===== config.mk =====
export PLATFORM = sky130hd
export DESIGN_NAME = pc_unit_flat
export DESIGN_NICKNAME = d
export VERILOG_FILES = /design/src/rtl/pc_unit_pkg.sv /design/src/rtl/pc_unit_if.sv /design/src/rtl/pc_unit_target_adder.sv /design/src/rtl/pc_unit.sv /design/src/flat_wrapper.sv
export SDC_FILE = /design/constraint.sdc
export NUM_CORES = 1
export LEC_CHECK = 0
export CAP_MARGIN = 20
export CORE_AREA = 2 2 110 112
export DETAILED_ROUTE_END_ITERATION = 12
export DIE_AREA = 0 0 112 114
export DONT_BUFFER_PORTS = 1
export PLACE_DENSITY = 0.6
export SETUP_SLACK_MARGIN = 0.05
export SLEW_MARGIN = 5
export SYNTH_ARGS = -nofsm -noshare
export SYNTH_HDL_FRONTEND = slang
export SYNTH_SLANG_ARGS = --single-unit

===== constraint.sdc =====
create_clock -name clk -period 2.9 [get_ports clk]
set_clock_uncertainty 0.15 [all_clocks]
set_input_delay 0.58 -clock clk [delete_from_list [all_inputs] [get_ports clk]]
set_output_delay 0.58 -clock clk [all_outputs]
set_load 0.02 [all_outputs]

===== src/rtl/pc_unit_pkg.sv =====
// -----------------------------------------------------------------------------
// pc_unit_pkg
// Shared definitions for the program-counter stage:
//   pc_state_e        - FSM states (BOOT, RUN, HALT)
//   XLEN_DEFAULT      - default datapath width
//   RESET_PC_DEFAULT  - default PC loaded on reset
//   PC_STEP           - sequential fetch increment (bytes)
// -----------------------------------------------------------------------------
package pc_unit_pkg;

  typedef enum logic [1:0] {
    BOOT = 2'd0,
    RUN  = 2'd1,
    HALT = 2'd2
  } pc_state_e;

  localparam int          XLEN_DEFAULT     = 32;
  localparam logic [31:0] RESET_PC_DEFAULT = 32'h0000_0000;
  localparam int          PC_STEP          = 4;

endpackage : pc_unit_pkg


===== src/rtl/pc_unit_if.sv =====
// -----------------------------------------------------------------------------
// pc_unit_if
// Bundles the redirect request and the fetch handshake of the PC stage.
//   Redirect side : stall, jump, jalr, jump_base, jump_imm
//   Fetch side    : pc, pc_plus4, pc_valid, fetch_ready
//   Status        : flush, trap
// Modports:
//   master - the PC stage itself (drives pc/pc_plus4/pc_valid/flush/trap)
//   slave  - the surrounding pipeline / fetch unit
// -----------------------------------------------------------------------------
interface pc_unit_if
  import pc_unit_pkg::*;
#(
  parameter int XLEN = XLEN_DEFAULT
) ();

  logic            stall;
  logic            jump;
  logic            jalr;
  logic [XLEN-1:0] jump_base;
  logic [XLEN-1:0] jump_imm;
  logic            fetch_ready;
  logic [XLEN-1:0] pc;
  logic [XLEN-1:0] pc_plus4;
  logic            pc_valid;
  logic            flush;
  logic            trap;

  modport master (
    input  stall, jump, jalr, jump_base, jump_imm, fetch_ready,
    output pc, pc_plus4, pc_valid, flush, trap
  );

  modport slave (
    output stall, jump, jalr, jump_base, jump_imm, fetch_ready,
    input  pc, pc_plus4, pc_valid, flush, trap
  );

endinterface : pc_unit_if


===== src/rtl/pc_unit_target_adder.sv =====
// -----------------------------------------------------------------------------
// pc_target_adder
// Combinational jump-target generator, also shared with branch-compare logic.
//   jump_base  in  XLEN  base operand (PC or register)
//   jump_imm   in  XLEN  sign-extended offset
//   jalr       in  1     clear bit 0 of the sum (JALR semantics)
//   target     out XLEN  (jump_base + jump_imm) mod 2^XLEN, bit 0 cleared for JALR
//   misaligned out 1     target is not 4-byte aligned after the JALR masking
// -----------------------------------------------------------------------------
module pc_target_adder
  import pc_unit_pkg::*;
#(
  parameter int XLEN = XLEN_DEFAULT
) (
  input  logic [XLEN-1:0] jump_base,
  input  logic [XLEN-1:0] jump_imm,
  input  logic            jalr,
  output logic [XLEN-1:0] target,
  output logic            misaligned
);

  logic [XLEN-1:0] sum_s;

  // Carry out of the top bit is intentionally dropped.
  assign sum_s = jump_base + jump_imm;

  // Apply JALR bit-0 clearing after the add.
  always_comb begin
    target = sum_s;
    if (jalr) begin
      target[0] = 1'b0;
    end else begin
      target[0] = sum_s[0];
    end
  end

  // For JALR bit 0 is already zero, so only bit 1 can flag it there.
  assign misaligned = target[1] | target[0];

endmodule : pc_target_adder


===== src/rtl/pc_unit.sv =====
// -----------------------------------------------------------------------------
// pc_unit
// Program-counter stage downstream of the JALR base-select mux. Holds the
// architectural PC, presents it to fetch with a valid/ready handshake,
// redirects on jumps (one-cycle latency) and pulses flush after each redirect.
//
// Ports:
//   clk    in  1   system clock, rising edge
//   rst_n  in  1   asynchronous active-low reset
//   bus    pc_unit_if.master
//          stall, jump, jalr, jump_base, jump_imm, fetch_ready  (inputs)
//          pc, pc_plus4, pc_valid, flush, trap                  (outputs)
//
// Build option:
//   PC_MISALIGN_TRAP_EN defined   - misaligned jump target halts the stage
//                                   (pc = faulting target, trap = 1, exits
//                                   only through reset).
//   PC_MISALIGN_TRAP_EN undefined - target[1:0] forced to 2'b00, trap = 0.
// -----------------------------------------------------------------------------
module pc_unit
  import pc_unit_pkg::*;
#(
  parameter int              XLEN     = XLEN_DEFAULT,
  parameter logic [XLEN-1:0] RESET_PC = XLEN'(RESET_PC_DEFAULT)
) (
  input  logic        clk,
  input  logic        rst_n,
  pc_unit_if.master   bus
);

  localparam logic [XLEN-1:0] STEP_W = XLEN'(PC_STEP);

  pc_state_e       state_r;
  logic [XLEN-1:0] pc_r;
  logic            pc_valid_r;
  logic            flush_r;
  logic            trap_r;

  logic [XLEN-1:0] target_s;
  logic            misaligned_s;
  logic [XLEN-1:0] redirect_pc_s;
  logic            trap_hit_s;

  pc_target_adder #(
    .XLEN (XLEN)
  ) u_target_adder (
    .jump_base  (bus.jump_base),
    .jump_imm   (bus.jump_imm),
    .jalr       (bus.jalr),
    .target     (target_s),
    .misaligned (misaligned_s)
  );

`ifdef PC_MISALIGN_TRAP_EN
  // A misaligned target halts the stage; the faulting address is kept in pc.
  assign trap_hit_s    = misaligned_s;
  assign redirect_pc_s = target_s;
`else
  // Misaligned targets are silently aligned down to a word boundary.
  assign trap_hit_s    = 1'b0;
  assign redirect_pc_s = misaligned_s ? {target_s[XLEN-1:2], 2'b00} : target_s;
`endif

  // PC stage FSM with all status outputs registered alongside the state.
  always_ff @(posedge clk or negedge rst_n) begin
    if (!rst_n) begin
      state_r    <= BOOT;
      pc_r       <= RESET_PC;
      pc_valid_r <= 1'b0;
      flush_r    <= 1'b0;
      trap_r     <= 1'b0;
    end else begin
      case (state_r)
        // One idle cycle after reset; stall does not delay leaving BOOT.
        BOOT: begin
          state_r    <= RUN;
          pc_valid_r <= 1'b1;
          flush_r    <= 1'b0;
        end

        RUN: begin
          flush_r <= 1'b0;
          // Under stall a jump is dropped; upstream re-presents it later.
          if (!bus.stall) begin
            if (bus.jump) begin
              // Redirect never waits for fetch_ready; the pending fetch is dropped.
              flush_r <= 1'b1;
              if (trap_hit_s) begin
                state_r    <= HALT;
                pc_r       <= redirect_pc_s;
                pc_valid_r <= 1'b0;
                trap_r     <= 1'b1;
              end else begin
                pc_r <= redirect_pc_s;
              end
            end else if (bus.fetch_ready) begin
              pc_r <= pc_r + STEP_W;
            end
          end
        end

        // Terminal until reset: pc frozen, no fetch, trap stays as entered.
        HALT: begin
          pc_valid_r <= 1'b0;
          flush_r    <= 1'b0;
          trap_r     <= trap_r;
        end

        default: begin
          state_r    <= BOOT;
          pc_r       <= RESET_PC;
          pc_valid_r <= 1'b0;
          flush_r    <= 1'b0;
          trap_r     <= 1'b0;
        end
      endcase
    end
  end

  assign bus.pc       = pc_r;
  assign bus.pc_plus4 = pc_r + STEP_W;
  assign bus.pc_valid = pc_valid_r;
  assign bus.flush    = flush_r;
  assign bus.trap     = trap_r;

endmodule : pc_unit

===== src/flat_wrapper.sv =====
// flat-port wrapper written by rule: the top's interface ports become plain ports
module pc_unit_flat import pc_unit_pkg::*;
#(
  parameter int              XLEN     = XLEN_DEFAULT,
  parameter logic [XLEN-1:0] RESET_PC = XLEN'(RESET_PC_DEFAULT)
)
  (clk, rst_n, bus_stall, bus_jump, bus_jalr, bus_jump_base, bus_jump_imm, bus_fetch_ready, bus_pc, bus_pc_plus4, bus_pc_valid, bus_flush, bus_trap);
  pc_unit_if #(.XLEN(XLEN)) bus_i ();
  input  logic clk;
  input  logic rst_n;
  input wire logic [$bits(bus_i.stall)-1:0] bus_stall;
  input wire logic [$bits(bus_i.jump)-1:0] bus_jump;
  input wire logic [$bits(bus_i.jalr)-1:0] bus_jalr;
  input wire logic [$bits(bus_i.jump_base)-1:0] bus_jump_base;
  input wire logic [$bits(bus_i.jump_imm)-1:0] bus_jump_imm;
  input wire logic [$bits(bus_i.fetch_ready)-1:0] bus_fetch_ready;
  output wire logic [$bits(bus_i.pc)-1:0] bus_pc;
  output wire logic [$bits(bus_i.pc_plus4)-1:0] bus_pc_plus4;
  output wire logic [$bits(bus_i.pc_valid)-1:0] bus_pc_valid;
  output wire logic [$bits(bus_i.flush)-1:0] bus_flush;
  output wire logic [$bits(bus_i.trap)-1:0] bus_trap;
  assign bus_i.stall = bus_stall;
  assign bus_i.jump = bus_jump;
  assign bus_i.jalr = bus_jalr;
  assign bus_i.jump_base = bus_jump_base;
  assign bus_i.jump_imm = bus_jump_imm;
  assign bus_i.fetch_ready = bus_fetch_ready;
  assign bus_pc = bus_i.pc;
  assign bus_pc_plus4 = bus_i.pc_plus4;
  assign bus_pc_valid = bus_i.pc_valid;
  assign bus_flush = bus_i.flush;
  assign bus_trap = bus_i.trap;
  pc_unit #(.XLEN(XLEN), .RESET_PC(RESET_PC)) u_core (.clk(clk), .rst_n(rst_n), .bus(bus_i));
endmodule

==> qor.yml <==
outcome:
  status: "finished clean"
detailed_routing:
  wire_per_inst_microns: 18.1
  wirelength_microns: 13300
  drcViolationCount: 0
  first_pass_iters: 7
  dr.first_iter.drc_count: 285
  vias: 4298
  ant_nets: 0
  vias_per_cell: 5.82
floorplan:
  initial_core_util_pct: 34.7
  die-area_sq_mm: 0.0128
  die_x_microns: 112
  die_y_microns: 114
  placementRows: 40
  core_sq_mm: 0.0117
  io_pins: 137
layout:
  seq_area_sq_um: 852
  multi_input_area_sq_mm: 0.00312
  drive_gt1_share_pct: 19.6
  fin_cells: 738
  n_fill_cell: 1201
  insertedDiodeCount: 0
  syn2layout_area_growth_pct: 22.9
  fin_nets: 693
worst_setup_path:
  crit_slowest_cell: "nor4_4"
  crit_required_ps: 2170
  crit_arrival_ps: 2160
  end_kind: "primary output"
  path_max_fanout: 5
  critPathKind: "register to primary output"
  max_stage_delay_ps: 380
  cp_top_family: "simple AND/OR/NAND/NOR gates"
  start_kind: "register"
  crit_start: "u_core.bus.pc[2]"
  crit-reg2reg-launch: "u_core.bus.pc_valid"
  worstPathCellList: "buf_6 > and3_4 > nand3_4 > nor4_4 > nand3_2 > nor2_2 > xor2_1 > buf_4"
  path_buf_inv: 2
clock_tree:
  numCtsBuffers: 5
  htree_levels: 2
  root_buffer: "clkbuf_16"
  cts_tree: "built"
  insertion_delay_ps: 290
  cts.clk_slew.worst_paths_ps: 60
  clk_path_buf_depth: 2
  clock-sinks: 34
logic_synthesis:
  synth_area_sq_mm: 0.00407
  synthTopCellsByArea: "dfrtp_1, ha_1, a21oi_1, xor2_1, o21ai_0"
  yosysSeqAreaShare_pct: 20.9
  yosysWarnings: 0
  synth_top_cell_area_share_pct: 20.9
  async_reset_ff_share_pct: 100
  synthCells: 536
  synth-main-ff-cell: "dfrtp_1"
  synthTopCellsByCount: "a21oi_1, nand2_1, nor2_1"
  synth_edf_count: 0
  syn_area_per_cell_sq_um: 7.59
  synth_top_cell_by_area: "dfrtp_1"
  ys_ff_latch: 34
  yosysMostFrequentCell: "a21oi_1"
  ys_types: 66
  syn_nets: 639
power_and_ir_drop:
  p_int_uw: 1670
  power.switching_uw: 1300
  power_frac_seq_pct: 23.6
  clkPwrFrac_pct: 23.7
  comb_power_share_pct: 52.7
  power_uw: 2970
  power_density_mw_per_mm2: 594
  p_leak_uw: 0.00216
  switching_share_pct: 43.7
  peakVddDrop_mv: 0.395
grt:
  overflow: 0
  grt_max_degree: 37
  grt_pass1_vias: 4188
  grt_pass1_wl_microns: 21200
  grt_use_total_pct: 20.2
  antenna_found_initial: 0
sta:
  postLayoutSetupSlackWorst_ps: 9.26
  rsz0062_at_grt: "true"
  worstMarginPinSlew_ps: 712
  slew_viol_final: 0
  period_needed_ps: 2890
  fin_hold_ws_ps: 254
  fin_crit_sh_pct: 99.7
  max_freq_mhz: 346
  slew_headroom_pct: 52.2
  hold_violations: 0
  setup-tns-final_ps: 0
  setup_viol: 0
placement:
  place_congestion: 0.885
  dpl.hpwl_microns: 10600
  dpl_worst_slack_ps: 49.8
  place_inst: 719
  portBuffers: 0
flow_run:
  max-cap-violations: 0
min_path:
  min_from: "bus_jump"
  hp-class: "primary input to register"
==> power groups by stage <==
stage	clock network [uW]	registers, uW	logic, uW
final	706	701	1570
after global routing	726	711	1700
after CTS	714	692	1530
after detailed placement	0	699	1510
after global placement	0	694	1490
after floorplan	0	868	840
==> area by class of cell <==
cell class,instances,share of cell area (%)
clock buffers,5,2.50
clock inverters,3,1.38
inverters,11,0.826
multi-input cells,459,62.3
flip-flops and latches,34,17.0
well taps,147,3.68
repair buffers,79,12.2
==> kinds of logic (layout without fill, tap and decap cells) <==
kind of cell	Yosys count	count (layout)	share of synthesized area, %
AOI/OAI and AO/OA	170	170	26.4
xor gates and xnor gates	49	49	10.5
adders and majority gates	33	33	10.3
buffers and inverters	43	98	4.58
DFF	34	34	20.9
muxes	6	6	1.51
other	2	2	0.185
and+or+nand+nor	199	199	25.5
==> sequential cells by signal, summed over array words and instances (netlist names) <==
signal / count
u_core.bus.pc: 32
u_core.bus.flush: 1
u_core.bus.pc_valid: 1
==> path summary, 6_finish.rpt <==
| path | slack, ps | cells after the start | to |
|---|---|---|---|
| worst max-delay path | 9 | 8 | bus_pc_plus4[31] |
| max in group asynchronous | 1770 | 2 | u_core.bus.pc[10] |
| min in group asynchronous | 640 | 2 | u_core.bus.pc[16] |
| worst min-delay path | 250 | 1 | u_core.bus.pc[27] |
| worst min register to register | 500 | 3 | u_core.bus.pc[7] |
| worst max register to register | 470 | 8 | u_core.bus.pc[31] |
==> layer usage <==
metal,GRT usage [%],share of wire (%)
met5,0,0
met1,27.4,44
met4,6.26,2.1
met3,4.04,7.5
met2,32.7,46
==> repair_timing <==
action                                  4_1_cts  5_1_grt
endpoints found under the setup margin        9       14
hold buffers                                  2        0
pin swaps                                     3        7
endpoints found under the hold margin        34        0
resized for setup                             3       19
buffers inserted                              1        8
==> layout by cell type, fill, tap and decap left out, types with 11 or more instances in the layout <==
| cell | netlist | layout |
|---|---|---|
| a21oi_1 | 51 | 51 |
| dfrtp_1 | 34 | 33 |
| nand4_1 | 13 | 13 |
| inv_1 | 11 | 11 |
| xnor2_1 | 21 | 21 |
| nand3_1 | 29 | 27 |
| buf_4 | 5 | 76 |
| o21ai_0 | 39 | 39 |
| nor2_1 | 46 | 40 |
| nand2_1 | 49 | 47 |
| xor2_1 | 28 | 28 |
| and3_1 | 14 | 11 |
| ha_1 | 32 | 32 |
==> per-stage QoR <==
stage               utilization (%)  area [sq um]
floorplan                         -          4080
global placement               39.5          4620
global route                   42.7          5000
finish                         42.7          5000
CTS                            41.5          4870
detailed placement             39.5          4620
No activity file was read; power rests on OpenSTA's default activity.
